`config.mk`:
```
export PLATFORM = sky130hd
export DESIGN_NAME = pes_gray_codec
export DESIGN_NICKNAME = d
export VERILOG_FILES = /design/src/rtl/pes_gray_codec.sv
export SDC_FILE = /design/constraint.sdc
export NUM_CORES = 1
export LEC_CHECK = 0
export BUFFER_PORTS_ARGS = -buffer_cell sky130_fd_sc_hd__buf_2
export CORE_AREA = 4 4 41 43
export DETAILED_ROUTE_END_ITERATION = 8
export DIE_AREA = 0 0 45 47
export PLACE_DENSITY_LB_ADDON = 0.25
export SYNTH_ARGS = -nofsm -noshare
export SYNTH_HDL_FRONTEND = slang
export SYNTH_SLANG_ARGS = --single-unit
```
`constraint.sdc`:
```
create_clock -name clk -period 1.4 [get_ports clk]
set_input_delay 0.14 -clock clk [delete_from_list [all_inputs] [get_ports clk]]
set_output_delay 0.14 -clock clk [all_outputs]
set_load 0.02 [all_outputs]
```
`src/rtl/pes_gray_codec.sv`:
```
// Pipelined binary<->Gray codec with per-word mode and valid/ready flow control.
// Optional Gray-step checker on decode words is enabled by defining PES_GRAY_STEP_CHECK_EN.
module pes_gray_codec #(
  parameter int WIDTH = 4,
  parameter int PIPE  = 2
) (
  input  logic             clk,
  input  logic             rst,
  input  logic             in_valid,
  output logic             in_ready,
  input  logic [WIDTH-1:0] in_data,
  input  logic             in_mode,
  output logic             out_valid,
  input  logic             out_ready,
  output logic [WIDTH-1:0] out_data,
  output logic             out_mode,
  output logic             out_step_err
);

  // Handshake: a word moves across a port on a rising edge where valid && ready;
  // a held output word keeps data/mode/err stable until it is taken.

  localparam int SLICE = (WIDTH + PIPE - 1) / PIPE;

  if (PIPE < 1 || PIPE > 4 || WIDTH < 2 || WIDTH > 64 || PIPE > WIDTH) begin : g_bad_params
    $error("pes_gray_codec: illegal WIDTH/PIPE combination");
  end

  logic in_err;

`ifdef PES_GRAY_STEP_CHECK_EN
  logic [WIDTH-1:0] hist_q;
  logic             hist_valid_q;
  logic [6:0]       diff_ones;

  // A legal Gray step changes exactly one bit; a repeat (zero bits) is also flagged.
  always_comb begin
    diff_ones = 7'd0;
    for (int i = 0; i < WIDTH; i++) begin
      diff_ones = diff_ones + {6'd0, in_data[i] ^ hist_q[i]};
    end
    in_err = in_mode && hist_valid_q && (diff_ones != 7'd1);
  end

  always_ff @(posedge clk) begin
    if (rst) begin
      hist_q       <= '0;
      hist_valid_q <= 1'b0;
    end else if (in_valid && in_ready && in_mode) begin
      hist_q       <= in_data;
      hist_valid_q <= 1'b1;
    end
  end
`else
  assign in_err = 1'b0;
`endif

  for (genvar k = 0; k < PIPE; k++) begin : g_stage
    // Decode slice owned by this stage, MSB slice first; may be empty at odd widths.
    localparam int HI = WIDTH - 1 - k * SLICE;
    localparam int LO = (WIDTH - (k + 1) * SLICE > 0) ? WIDTH - (k + 1) * SLICE : 0;

    logic             valid_q;
    logic             mode_q;
    logic             err_q;
    logic [WIDTH-1:0] data_q;
    logic [WIDTH-1:0] data_d;
    logic             load;
    logic             take;
    logic             carry;
    logic             src_valid;
    logic             src_mode;
    logic             src_err;
    logic [WIDTH-1:0] src_data;

    if (k == 0) begin : g_head
      assign src_valid = in_valid;
      assign src_mode  = in_mode;
      assign src_err   = in_err;
      assign src_data  = in_data;
    end else begin : g_body
      assign src_valid = g_stage[k-1].valid_q;
      assign src_mode  = g_stage[k-1].mode_q;
      assign src_err   = g_stage[k-1].err_q;
      assign src_data  = g_stage[k-1].data_q;
    end

    if (k == PIPE - 1) begin : g_tail
      assign take = out_ready;
    end else begin : g_mid
      assign take = g_stage[k+1].load;
    end

    assign load = !valid_q || take;

    // Bits above HI are already binary, so carry tracks b[i+1] while walking down.
    always_comb begin
      data_d = src_data;
      carry  = 1'b0;
      if (src_mode) begin
        for (int i = WIDTH - 1; i >= 0; i--) begin
          if (i <= HI && i >= LO) begin
            data_d[i] = carry ^ src_data[i];
          end
          carry = data_d[i];
        end
      end else if (k == 0) begin
        data_d = src_data ^ (src_data >> 1);
      end
    end

    always_ff @(posedge clk) begin
      if (rst) begin
        valid_q <= 1'b0;
        mode_q  <= 1'b0;
        err_q   <= 1'b0;
        data_q  <= '0;
      end else if (load) begin
        valid_q <= src_valid;
        if (src_valid) begin
          data_q <= data_d;
          mode_q <= src_mode;
          err_q  <= src_err;
        end
      end
    end
  end

  assign in_ready     = g_stage[0].load;
  assign out_valid    = g_stage[PIPE-1].valid_q;
  assign out_data     = g_stage[PIPE-1].data_q;
  assign out_mode     = g_stage[PIPE-1].mode_q;
  assign out_step_err = g_stage[PIPE-1].err_q;

endmodule

```
==> results_dict.tcl <==
set metrics [dict create \
    status "finished, final reports clean" \
    total_power_mw 0.676 \
    fin_crit_ps 1300 \
    power.density_nw_per_um2 1080 \
    place.gp.congestion 0.749 \
    final_common_cell "buf_2" \
    start_util_pct 40.2 \
    ys_seq_area_share_pct 45.9 \
    place_area_um2 602 \
    antenna_cells 0 \
    fp.dieH_um 47 \
    leakage_nw 0.252 \
    area_delta_synth_final_pct 19.6 \
    final_util_pct 48.1 \
    hold_ws_ps 154 \
    final_cell_mix "15 x buf_2, 12 x a21oi_1, 11 x dfxtp_1" \
    place_inst 88 \
    htreeDepth 1 \
    critPathKind "reg -> out" \
    grt_pass1_vias 398 \
    synth.distinct_cells 19 \
    fillers 136 \
    rr_worst_depth 3 \
    setup_ws_ps 103 \
    avgSynthCellArea_um2 8.57 \
    dp_slack_ps 266 \
    maxCapViolCount 0 \
    stdcell_count 91 \
    dp_hpwl_um 747 \
    first_iter_violations 4 \
    yosysWarnings 0 \
    setup_viol 0 \
    hold_end "g_stage[0].data_q[3]$_SDFFE_PP0P_" \
    grt_first_pass_wirelength_um 1610 \
    clockBufferDepth 2 \
    vias 469 \
    path_clk_slew_ps 70 \
    synth_compound_area_share_pct 25.4 \
    layout-drive-gt1-share_pct 26.3 \
    hold_viol 0 \
    timing.rr.end "out_data[0]$_SDFFE_PP0P_" \
    yosys.area_share.simple_pct 13.9 \
    synth_top_family_by_area "compound AO/OA/AOI/OAI gates" \
    cts.sink_count 12 \
    drc_errors 0 \
    min_from "in_data[3]" \
    cts_buffers 3 \
    start_kind "register" \
    die_area_um2 2120 \
    slew_violations 0 \
    rrSetupSlack_ps 270 \
    clock-root-buffer "clkbuf_4" \
    syn_inst 61 \
    antenna_found_initial 0 \
    firstDrtPassIters 4 \
    wl_per_cell_um 10.6 \
    grt_overflow 0 \
    fin_nets 87 \
    avgViaCountPerCell 5.15 \
    synth_seq_cells 12 \
    fin_area_um2 626 \
    crit_arrival_ps 1160 \
    postCtsSetupBuffers 0 \
    grt_use_total_pct 10.4 \
    row_count 13 \
    synthAdderAreaFrac_pct 0 \
    cp.required_ps 1260 \
    core_area_um2 1300 \
    skew_ps 3.70 \
    syn_nets 70 \
    fmax_mhz 771 \
    cts_tree "yes" \
    rr_startpoint "g_stage[0].data_q[2]$_SDFFE_PP0P_" \
    fp.dieW_um 45 \
    synth_xor_area_share_pct 8.37 \
    cts.repair.resized 0 \
    finalCritPeriodShare_pct 92.7 \
    netlist_area_um2 523 \
    crit_fanout 10 \
    portBuffers 15 \
    tns_ps 0 \
    wirelength_um 966 \
    io_pins 17 \
    irDropWorstVdd_mv 0.327 \
    grt_max_degree 13 \
    hold_buffers 0 \
    hp-class "in -> reg" \
    ant_nets 0 \
    rsz0062_at_grt "false" \
    end_kind "output port" \
    clock_latency_ps 260 \
    whs_path_depth 3 \
    muxShareOfSynthArea_pct 0 \
]
==> synth_stat cells, drive strengths merged <==
| cell | count | area share [%] |
|---|---|---|
| clkbuf | 2 | 1.4 |
| inv | 4 | 2.9 |
| conb | 1 | 0.72 |
| dfxtp | 12 | 46 |
| nand2b | 1 | 1.2 |
| nor2b | 3 | 3.6 |
| a21oi | 12 | 11 |
| buf | 1 | 1.4 |
| nand2 | 1 | 0.72 |
| nand3 | 5 | 4.8 |
| xnor2 | 4 | 6.7 |
| a311oi | 4 | 6.7 |
| and3b | 1 | 1.7 |
| a211oi | 1 | 1.4 |
| xor2 | 1 | 1.7 |
| o21ai | 6 | 5.7 |
| or3 | 1 | 1.2 |
| nor2 | 1 | 0.72 |
==> state kept, by name, indices dropped and copies added (netlist names) <==
name	flops
g_stage.data_q	4
out_data	4
g_stage.mode_q	1
g_stage.valid_q	1
out_mode	1
out_valid	1
==> how the worst max path moves through the flow <==
| stage | endpoint | cells after the start | slack, ps | start |
|---|---|---|---|---|
| 2_1_floorplan | g_stage[0].data_q[1]$_SDFFE_PP0P_ | 4 | 260 | out_valid$_SDFFE_PP0P_ |
| 3_3_place_gp | out_data[0]$_SDFFE_PP0P_ | 3 | 270 | g_stage[0].data_q[2]$_SDFFE_PP0P_ |
| 3_5_place_dp | out_data[0]$_SDFFE_PP0P_ | 3 | 270 | g_stage[0].data_q[1]$_SDFFE_PP0P_ |
| 4_1_cts | in_ready | 3 | 70 | g_stage[0].valid_q$_SDFFE_PP0P_ |
| 5_1_grt | in_ready | 3 | 30 | g_stage[0].valid_q$_SDFFE_PP0P_ |
| 6_report | in_ready | 3 | 100 | g_stage[0].valid_q$_SDFFE_PP0P_ |
==> where the power goes <==
part | internal (mW) | total (mW) | switching (mW)
combinational | 0.0420 | 0.0943 | 0.0524
sequential | 0.362 | 0.378 | 0.0160
clock | 0.0992 | 0.204 | 0.105
==> cells by family (layout without fill, tap and decap cells) <==
logic type,after synthesis,in the layout
compound gates,23,23
buf+inv,7,22
simple gates,13,13
flops,12,12
other cells,1,1
xor+xnor,5,5
==> worst max-delay path, cell delays in order, from the launching register on <==
cell and delay [ps]:
dfxtp_2 350, and3b_1 210, inv_2 140, buf_2 190
==> final cells by class <==
class	count	area, um2	share of cell area [%]
clock buffer	3	22.5	3.60
inverter	4	15.0	2.40
multi-input combinational	42	253	40.4
sequential	12	241	38.6
tap	15	18.8	3.00
timing repair buffer	15	75.1	12.0
==> routing by layer <==
| layer | up-vias | wire length (um) | GRT usage, % |
|---|---|---|---|
| li1 | 247 | - | - |
| met5 | - | 0 | 0 |
| met2 | 15 | 446 | 15.8 |
| met4 | 0 | 0 | 7.02 |
| met1 | 207 | 451 | 13.8 |
| met3 | 0 | 68 | 1.15 |
(Power assumes the default switching activity.)
